$ cat src/rtl/sata_cmd_master.sv
// sata_cmd_master
//   Host-side initiator for the SATA controller's three-stream interface.
//   Accepts one read/write request, sends the opcode/address/length command
//   packet, then passes write data from a local source or read data to a
//   local sink. Beat counts are checked against tlast, reads run an
//   inactivity watchdog, and each request ends with a done pulse plus err_code.
//
// Ports
//   clk, rst              clock, synchronous active-low reset
//   sata_link_up          controller link status
//   req_*                 request handshake (wr, sector addr, length in words)
//   wsrc_*                local write data source
//   rsink_*               local read data sink
//   command_m_axi_*       command stream out (3 words per request)
//   write_m_axi_*         write data stream out
//   read_s_axi_*          read data stream in
//   busy, done, err_code  status (0 ok, 1 zero len, 2 short, 3 long,
//                         4 timeout, 5 link lost)
//
// state    | meaning
// ---------+-------------------------------------------------
// IDLE     | waiting for a request, req_ready follows link
// CMD_OP   | sending opcode word
// CMD_ADDR | sending sector address word
// CMD_LEN  | sending length word with tlast
// WDATA    | passing write beats source -> write stream
// RDATA    | passing read beats read stream -> sink
// RDRAIN   | discarding excess read beats up to tlast
// DONE     | one-cycle done pulse, err_code valid

module sata_cmd_master #(
    parameter logic [31:0] CMD_WR  = 32'h0000_0001,
    parameter logic [31:0] CMD_RD  = 32'h0000_0002,
    parameter int unsigned TIMEOUT = 1_000_000
) (
    input  logic        clk,
    input  logic        rst,
    input  logic        sata_link_up,

    input  logic        req_valid,
    output logic        req_ready,
    input  logic        req_wr,
    input  logic [31:0] req_addr,
    input  logic [15:0] req_len,

    input  logic        wsrc_valid,
    output logic        wsrc_ready,
    input  logic [31:0] wsrc_data,

    output logic        rsink_valid,
    input  logic        rsink_ready,
    output logic [31:0] rsink_data,
    output logic        rsink_last,

    output logic        command_m_axi_tvalid,
    output logic        command_m_axi_tlast,
    input  logic        command_m_axi_tready,
    output logic [31:0] command_m_axi_tdata,

    output logic        write_m_axi_tvalid,
    output logic        write_m_axi_tlast,
    input  logic        write_m_axi_tready,
    output logic [31:0] write_m_axi_tdata,

    input  logic        read_s_axi_tvalid,
    input  logic        read_s_axi_tlast,
    output logic        read_s_axi_tready,
    input  logic [31:0] read_s_axi_tdata,

    output logic        busy,
    output logic        done,
    output logic [2:0]  err_code
);

    typedef enum logic [2:0] {
        IDLE     = 3'd0,
        CMD_OP   = 3'd1,
        CMD_ADDR = 3'd2,
        CMD_LEN  = 3'd3,
        WDATA    = 3'd4,
        RDATA    = 3'd5,
        RDRAIN   = 3'd6,
        DONE     = 3'd7
    } state_t;

    localparam logic [31:0] WDOG_LAST = 32'(TIMEOUT - 1);

    state_t      state_q, state_d;
    logic        wr_q, wr_d;
    logic [31:0] addr_q, addr_d;
    logic [15:0] len_q, len_d;
    logic [15:0] cnt_q, cnt_d;
    logic [31:0] wdog_q, wdog_d;
    logic [2:0]  err_q, err_d;

    logic [15:0] last_idx;
    logic        is_last_beat;

    assign last_idx     = len_q - 16'd1;
    assign is_last_beat = (cnt_q == last_idx);

    always_ff @(posedge clk) begin
        if (!rst) begin
            state_q <= IDLE;
            wr_q    <= 1'b0;
            addr_q  <= '0;
            len_q   <= '0;
            cnt_q   <= '0;
            wdog_q  <= '0;
            err_q   <= '0;
        end else begin
            state_q <= state_d;
            wr_q    <= wr_d;
            addr_q  <= addr_d;
            len_q   <= len_d;
            cnt_q   <= cnt_d;
            wdog_q  <= wdog_d;
            err_q   <= err_d;
        end
    end

    always_comb begin
        state_d = state_q;
        wr_d    = wr_q;
        addr_d  = addr_q;
        len_d   = len_q;
        cnt_d   = cnt_q;
        wdog_d  = '0;
        err_d   = err_q;

        req_ready            = 1'b0;
        wsrc_ready           = 1'b0;
        rsink_valid          = 1'b0;
        rsink_data           = '0;
        rsink_last           = 1'b0;
        command_m_axi_tvalid = 1'b0;
        command_m_axi_tlast  = 1'b0;
        command_m_axi_tdata  = '0;
        write_m_axi_tvalid   = 1'b0;
        write_m_axi_tlast    = 1'b0;
        write_m_axi_tdata    = '0;
        read_s_axi_tready    = 1'b0;
        busy                 = (state_q != IDLE);
        done                 = (state_q == DONE);
        err_code             = err_q;

        case (state_q)
            IDLE: begin
                // rst gating keeps req_ready low while reset is held
                req_ready = sata_link_up & rst;
                if (req_valid && req_ready) begin
                    wr_d   = req_wr;
                    addr_d = req_addr;
                    len_d  = req_len;
                    cnt_d  = '0;
                    if (req_len == 16'd0) begin
                        err_d   = 3'd1;
                        state_d = DONE;
                    end else begin
                        err_d   = 3'd0;
                        state_d = CMD_OP;
                    end
                end
            end
            CMD_OP: begin
                command_m_axi_tvalid = 1'b1;
                command_m_axi_tdata  = wr_q ? CMD_WR : CMD_RD;
                if (command_m_axi_tready) state_d = CMD_ADDR;
            end
            CMD_ADDR: begin
                command_m_axi_tvalid = 1'b1;
                command_m_axi_tdata  = addr_q;
                if (command_m_axi_tready) state_d = CMD_LEN;
            end
            CMD_LEN: begin
                command_m_axi_tvalid = 1'b1;
                command_m_axi_tlast  = 1'b1;
                command_m_axi_tdata  = {16'h0, len_q};
                if (command_m_axi_tready) state_d = wr_q ? WDATA : RDATA;
            end
            WDATA: begin
                write_m_axi_tvalid = wsrc_valid;
                wsrc_ready         = write_m_axi_tready;
                write_m_axi_tdata  = wsrc_data;
                write_m_axi_tlast  = is_last_beat;
                if (wsrc_valid && write_m_axi_tready) begin
                    cnt_d = cnt_q + 16'd1;
                    if (is_last_beat) state_d = DONE;
                end
            end
            RDATA: begin
                rsink_valid       = read_s_axi_tvalid;
                rsink_data        = read_s_axi_tdata;
                rsink_last        = read_s_axi_tlast;
                read_s_axi_tready = rsink_ready;
                if (read_s_axi_tvalid && rsink_ready) begin
                    cnt_d = cnt_q + 16'd1;
                    if (read_s_axi_tlast) begin
                        if (!is_last_beat) err_d = 3'd2;
                        state_d = DONE;
                    end else if (is_last_beat) begin
                        err_d   = 3'd3;
                        state_d = RDRAIN;
                    end
                end else if (wdog_q == WDOG_LAST) begin
                    err_d   = 3'd4;
                    state_d = DONE;
                end else begin
                    wdog_d = wdog_q + 32'd1;
                end
            end
            RDRAIN: begin
                read_s_axi_tready = 1'b1;
                if (read_s_axi_tvalid) begin
                    if (read_s_axi_tlast) state_d = DONE;
                end else if (wdog_q == WDOG_LAST) begin
                    err_d   = 3'd4;
                    state_d = DONE;
                end else begin
                    wdog_d = wdog_q + 32'd1;
                end
            end
            DONE: begin
                state_d = IDLE;
            end
            default: begin
                state_d = IDLE;
            end
        endcase

        // Link loss overrides whatever the active state decided this cycle.
        if ((state_q != IDLE) && (state_q != DONE) && !sata_link_up) begin
            err_d   = 3'd5;
            state_d = DONE;
        end
    end

endmodule

$ cat config.mk
export PLATFORM = sky130hd
export DESIGN_NAME = sata_cmd_master
export DESIGN_NICKNAME = d
export VERILOG_FILES = /design/src/rtl/sata_cmd_master.sv
export SDC_FILE = /design/constraint.sdc
export NUM_CORES = 1
export LEC_CHECK = 0
export CAP_MARGIN = 20
export CORE_MARGIN = 2
export CORE_UTILIZATION = 40
export CTS_CLUSTER_SIZE = 12
export DETAILED_ROUTE_END_ITERATION = 8
export PLACE_DENSITY = 0.78
export SLEW_MARGIN = 0
export SYNTH_ARGS = -nofsm -noshare
export SYNTH_HDL_FRONTEND = slang
export SYNTH_SLANG_ARGS = --single-unit
export TNS_END_PERCENT = 1
$ cat constraint.sdc
create_clock -name clk -period 2.7 [get_ports clk]
set_clock_uncertainty 0.1 [all_clocks]
set_input_delay 0.27 -clock clk [delete_from_list [all_inputs] [get_ports clk]]
set_output_delay 0.27 -clock clk [all_outputs]
set_load 0.01 [all_outputs]
# Yosys cells after proc, flatten, opt, wreduce, memory -nomap -nowiden
# Cells that the tools add are included.
op_classes:
  div: 0
  n_lt_le_gt_ge: 0
  n_reduce_logical: 19
  n_bitwise: 2
  mul: 0
  n_mux: 47
  n_eq_ne: 26
  n_addsub: 3
  n_shift: 0
ops:
  columns: ["cell", "count"]
  rows:
  - ["32-bit 2-to-1 mux", 5]
  - ["32-bit one-hot mux with 3 select lines", 1]
  - ["3-bit 2-to-1 mux", 22]
  - ["32-bit one-hot mux with 2 select lines", 1]
  - ["16-bit 2-to-1 mux", 3]
  - ["16-bit one-hot mux with 3 select lines", 1]
  - ["32-bit by 1-bit adder with 32-bit output, second input constant", 1]
  - ["32-bit by 20-bit equality test with 1-bit output, second input constant", 1]
  - ["3-bit != test, second input constant", 8]
  - ["3-bit one-hot mux with 8 select lines", 1]
  - ["16-bit by 1-bit adder with 16-bit output, second input constant", 1]
  - ["16-bit equality test", 1]
  - ["16-bit logical NOT", 1]
  - ["16-bit by 1-bit subtractor with 16-bit output, second input constant", 1]
  - ["3-bit equality test, second input constant", 4]
  - ["4-bit != test, second input constant", 3]
  - ["1-bit 2-to-1 mux", 10]
  - ["5-bit != test, second input constant", 2]
  - ["5-bit AND reduction", 2]
  - ["3-bit one-hot mux with 3 select lines", 1]
  - ["3-bit nonzero test", 3]
  - ["2-bit != test, second input constant", 4]
  - ["8-bit AND reduction", 1]
  - ["3-bit by 2-bit equality test with 1-bit output, second input constant", 2]
  - ["13 further kinds", 17]
totals:
  input_bits: 123
  ramBits: 0
  latchBits: 0
  output_inout_bits: 110
  regBits: 103
  memories: 0
  mem_bits_ro: 0
  wordCells: 105

# Depth between registers and ports, before layout
logic_depth:
  word_depth: 7
  mapped_depth: 11
  ltp_nobuf: 10

# Worst setup path after synthesis
# No wires, ideal clock.
synth_timing:
  path_kind: "register to register"
  startpoint: "register len_q[0]"
  endpoint: "register err_q[2], in the netlist err_code[2]"
  t_required_ps: 2514
  synth_period_minus_slack_ps: 2782
  setup_slack_ps: -82
  stages_incl_launch_ff: 11
  setup_ps: 86
  t_arrival_ps: 2595
  path_buffers: 0
  path_cell_list: "dfxtp_1 -> inv_1 -> ha_1 -> nor3b_4 -> nand4_1 -> or3_1 -> a221oi_2 -> and2_4 -> nand4b_4 -> a311o_1 -> a221oi_2"
synth_via:
  elab_chain_len: 4
  elab_cells_between_ends: 5
  classes_between: "1 x add/sub; 3 x eq/ne; 1 x reduce/logical"
synth_rtl:
  columns: ["item", "line", "text"]
  rows:
  - ["start: declaration", "91", "logic [15:0] len_q, len_d;"]
  - ["start signal: assignment", "115", "len_q <= len_d;"]
  - ["16-bit by 1-bit subtractor with 16-bit output *", "99", "assign last_idx = len_q - 16'd1;"]
  - ["16-bit equality test *", "100", "assign is_last_beat = (cnt_q == last_idx);"]
  - ["5-bit != test (no source line)", null, null]
  - ["5-bit AND reduction (no source line) *", null, null]
  - ["end signal: assignment", "118", "err_q <= err_d;"]
  - ["end: declaration", "94", "logic [2:0] err_q, err_d;"]
# Every way passes the cells marked *; elsewhere a longest branch is shown, timed or not.
# A chain may end at the register's enable or synchronous reset.

# Worst setup path after layout
layout_timing:
  startpoint: "register len_q[1]"
  endpoint: "output write_m_axi_tlast"
layout_via:
  elab_chain_len: 3
layout_rtl:
  columns: ["item", "line", "text"]
  rows:
  - ["16-bit by 1-bit subtractor with 16-bit output", "99", null]
  - ["16-bit equality test", "100", null]
  - ["1-bit 2-to-1 mux", "147", "case (state_q)"]
  - ["end: declaration", "61", "output logic write_m_axi_tlast,"]
# No other way between the ends.

==> flow_summary.yaml <==
synth:
  synthMuxAreaShare_pct: 0.366
  yosysSeqAreaShare_pct: 35.5
  ys_top_cells_by_area: "dfxtp_1, nand2_1, xor2_1, and2_1, nor2_1"
  synth_area_leader_cell: "dfxtp_1"
  synth_xor_area_share_pct: 10.3
  ys_seq_elements: 103
  synth.distinct_cells: 69
  synth_edf_count: 0
  syn_inst: 760
  synth_most_common_cell: "nand2_1"
  synth_top_family_by_area: "simple AND/OR/NAND/NOR gates"
  ys.flop_type: "dfxtp_1"
  yosys.area_share.simple_pct: 35.1
  async_flop_share_pct: 0
  synth_compound_area_share_pct: 13.2
  synth_top_area_share_pct: 35.5
  synth_adder_area_share_pct: 0.647
  synth_top_cells_by_count: "nand2_1, dfxtp_1, nor2_1"
  synth_area_per_cell_um2: 7.64
  syn_area_um2: 5800
  synth_nets: 886
  yosys_warnings: 0
place:
  dp_worst_setup_slack_ps: -158
  numPortBuffers: 232
  dp_hpwl_um: 13800
  gp_congestion: 0.874
cells_and_area:
  num_antenna_cells: 0
  n_fill_cell: 1292
  drive_gt1_share_pct: 10.7
  layout.nets: 1129
  post-route-util_pct: 62.3
  syn_to_final_growth_pct: 54.1
  multi_input_area_um2: 3580
  seq_area_um2: 2060
pwr:
  power_density_nw_per_um2: 550
  vdd_drop_max_uv: 335
  p_leak_nw: 3.41
floorplan:
  die_w_um: 124
  die-area_um2: 15500
  fp.dieH_um: 124
  rows: 44
  io_pins: 233
  core_area_um2: 14400
  start_util_pct: 40.4
status:
  violations: "setup timing"
  status: "finished, violations left"
clock_tree:
  cts_inserted_buffers: 9
  cts_tree: "yes"
  root_buffer: "clkbuf_16"
  clk-insertion-delay-late_ps: 350
  cts_sinks: 103
  path_clk_slew_ps: 70
  htreeDepth: 3
  clockBufferDepth: 2
sta:
  finalSetupTns_ps: -48.8
  finalCriticalPeriod_ps: 2740
  setup_ws_ps: -40.6
  tightestPinTransition_ps: 584
  slew_viol_final: 0
  final_hold_viol_count: 0
  fmax_ghz: 0.365
  fin_crit_sh_pct: 102
  rsz0062_at_grt: "true"
  setup_viol_count_final: 2
  max_slew_margin_pct: 61.0
detailed_routing:
  routed_via_density: 5.18
  dr.pass1.iters: 5
  postRouteAntennaNets: 0
  vias: 6176
  routed_wl_um: 18200
  drt_iter0_drc: 272
  wl_per_cell_um: 15.3
  drc: 0
grt:
  grt_start_max_net_pins: 50
  grt.overflow.total: 0
  grt_pass1_wl_um: 29000
  grt_antenna_before_repair: 0
  first_global_vias: 5729
  grt_usage_pct: 22.7
worst_setup_path:
  crit_fanout: 2
  worstPathRequired_ps: 2330
  path_cells: "inv_2 -> ha_4 -> nor3b_4 -> nand4_1 -> or3_1 -> a221oi_2 -> and2_4 -> nand3_2 -> nor2_2 -> buf_2"
  slowest_stage: "or3_1"
  crit_arrival_ps: 2370
  cp-end-kind: "primary output"
  startpoint_type: "flip-flop"
  cp_slowest_stage_delay_ps: 350
  crit_type: "flip-flop to primary output"
worst_hold_path:
  min_path_type: "flip-flop to flip-flop"
flow_run:
  max_cap_violations: 0
report_power, final:
group          switching (mW)  internal (mW)  leakage [nW]
clock                   0.615          0.637         0.130
sequential             0.0889           1.59         0.833
combinational            1.00          0.983          2.44
total                    1.71           3.21          3.41
cells by family (layout without fill, tap and decap cells):
logic type / count (synthesis) / count (layout)
multiplexers: 2 / 2
flip-flops: 103 / 103
buffers and inverters: 67 / 315
adder cells (fa/ha/maj): 3 / 3
XOR/XNOR: 67 / 67
AND/OR/NAND/NOR: 402 / 402
AO/OA/AOI/OAI: 116 / 116
state kept, by name (all words and copies together), names as in the netlist:
register and flops:
wdog_q 32, state_q 3, wr_q 1, err_code 3, len_q 16, cnt_q 16
addr_q 32
metal layers:
layer	GRT usage [%]	share of wire [%]
met1	28.9	43
met2	38.6	48
met3	5.37	7.5
met4	6.21	1.5
met5	0	0
worst max-delay path: cells and delay by family, from the launching register on:
family / cells / cell delay, ps
AO/OA/AOI/OAI: 1 / 280
AND/OR/NAND/NOR: 6 / 1060
flip-flops: 1 / 330
adder cells (fa/ha/maj): 1 / 130
buffers and inverters: 2 / 220
metrics by stage:
step	hold slack (ps)	cell area [µm²]	power [mW]	instances
global route	374	8950	5.18	1192
floorplan	298	5810	2.70	760
global placement	337	8540	3.62	1173
CTS	353	8870	4.89	1192
finish	352	8950	4.92	1192
detailed placement	343	8540	3.63	1173
worst paths after layout:
path | startpoint | to | slack, ps | cells after the start
setup / recovery | len_q[1] | write_m_axi_tlast | -40 | 10
hold / removal | addr_q[17] | addr_q[17] | 350 | 2
setup reg to reg | len_q[1] | err_code[2] | -10 | 11
hold reg to reg | addr_q[17] | addr_q[17] | 350 | 2
what timing repair did:
action,CTS,global route
resized for setup,12,12
endpoints found under the setup margin,3,7
hold endpoints to repair,0,0
setup buffers,3,1
pin swaps,7,8
hold buffers,0,0
cells in the final DEF, fill, tap and decap left out, drive strengths merged, types with 4 or more instances in the layout:
| cell | netlist | layout |
|---|---|---|
| a21oi | 59 | 59 |
| a221oi | 4 | 4 |
| a22o | 14 | 14 |
| and2 | 54 | 54 |
| and3 | 47 | 47 |
| buf | 9 | 53 |
| clkbuf | 43 | 9 |
| clkdlybuf4s50 | 0 | 231 |
| dfxtp | 103 | 103 |
| inv | 14 | 17 |
| nand2 | 132 | 132 |
| nand2b | 6 | 6 |
| nand3 | 25 | 25 |
| nand4 | 13 | 13 |
| nor2 | 84 | 84 |
| nor3 | 11 | 11 |
| nor4 | 13 | 13 |
| o21ai | 12 | 12 |
| xnor2 | 27 | 27 |
| xor2 | 39 | 39 |
area by class of cell:
class / instances / share of cell area (%)
multi-input cells: 590 / 40.0
repair buffers: 284 / 30.6
flip-flops and latches: 103 / 23.1
well taps: 184 / 2.57
clock buffers: 9 / 2.52
clock inverters: 7 / 0.629
inverters: 15 / 0.629
No activity file was read; power rests on OpenSTA's default activity.
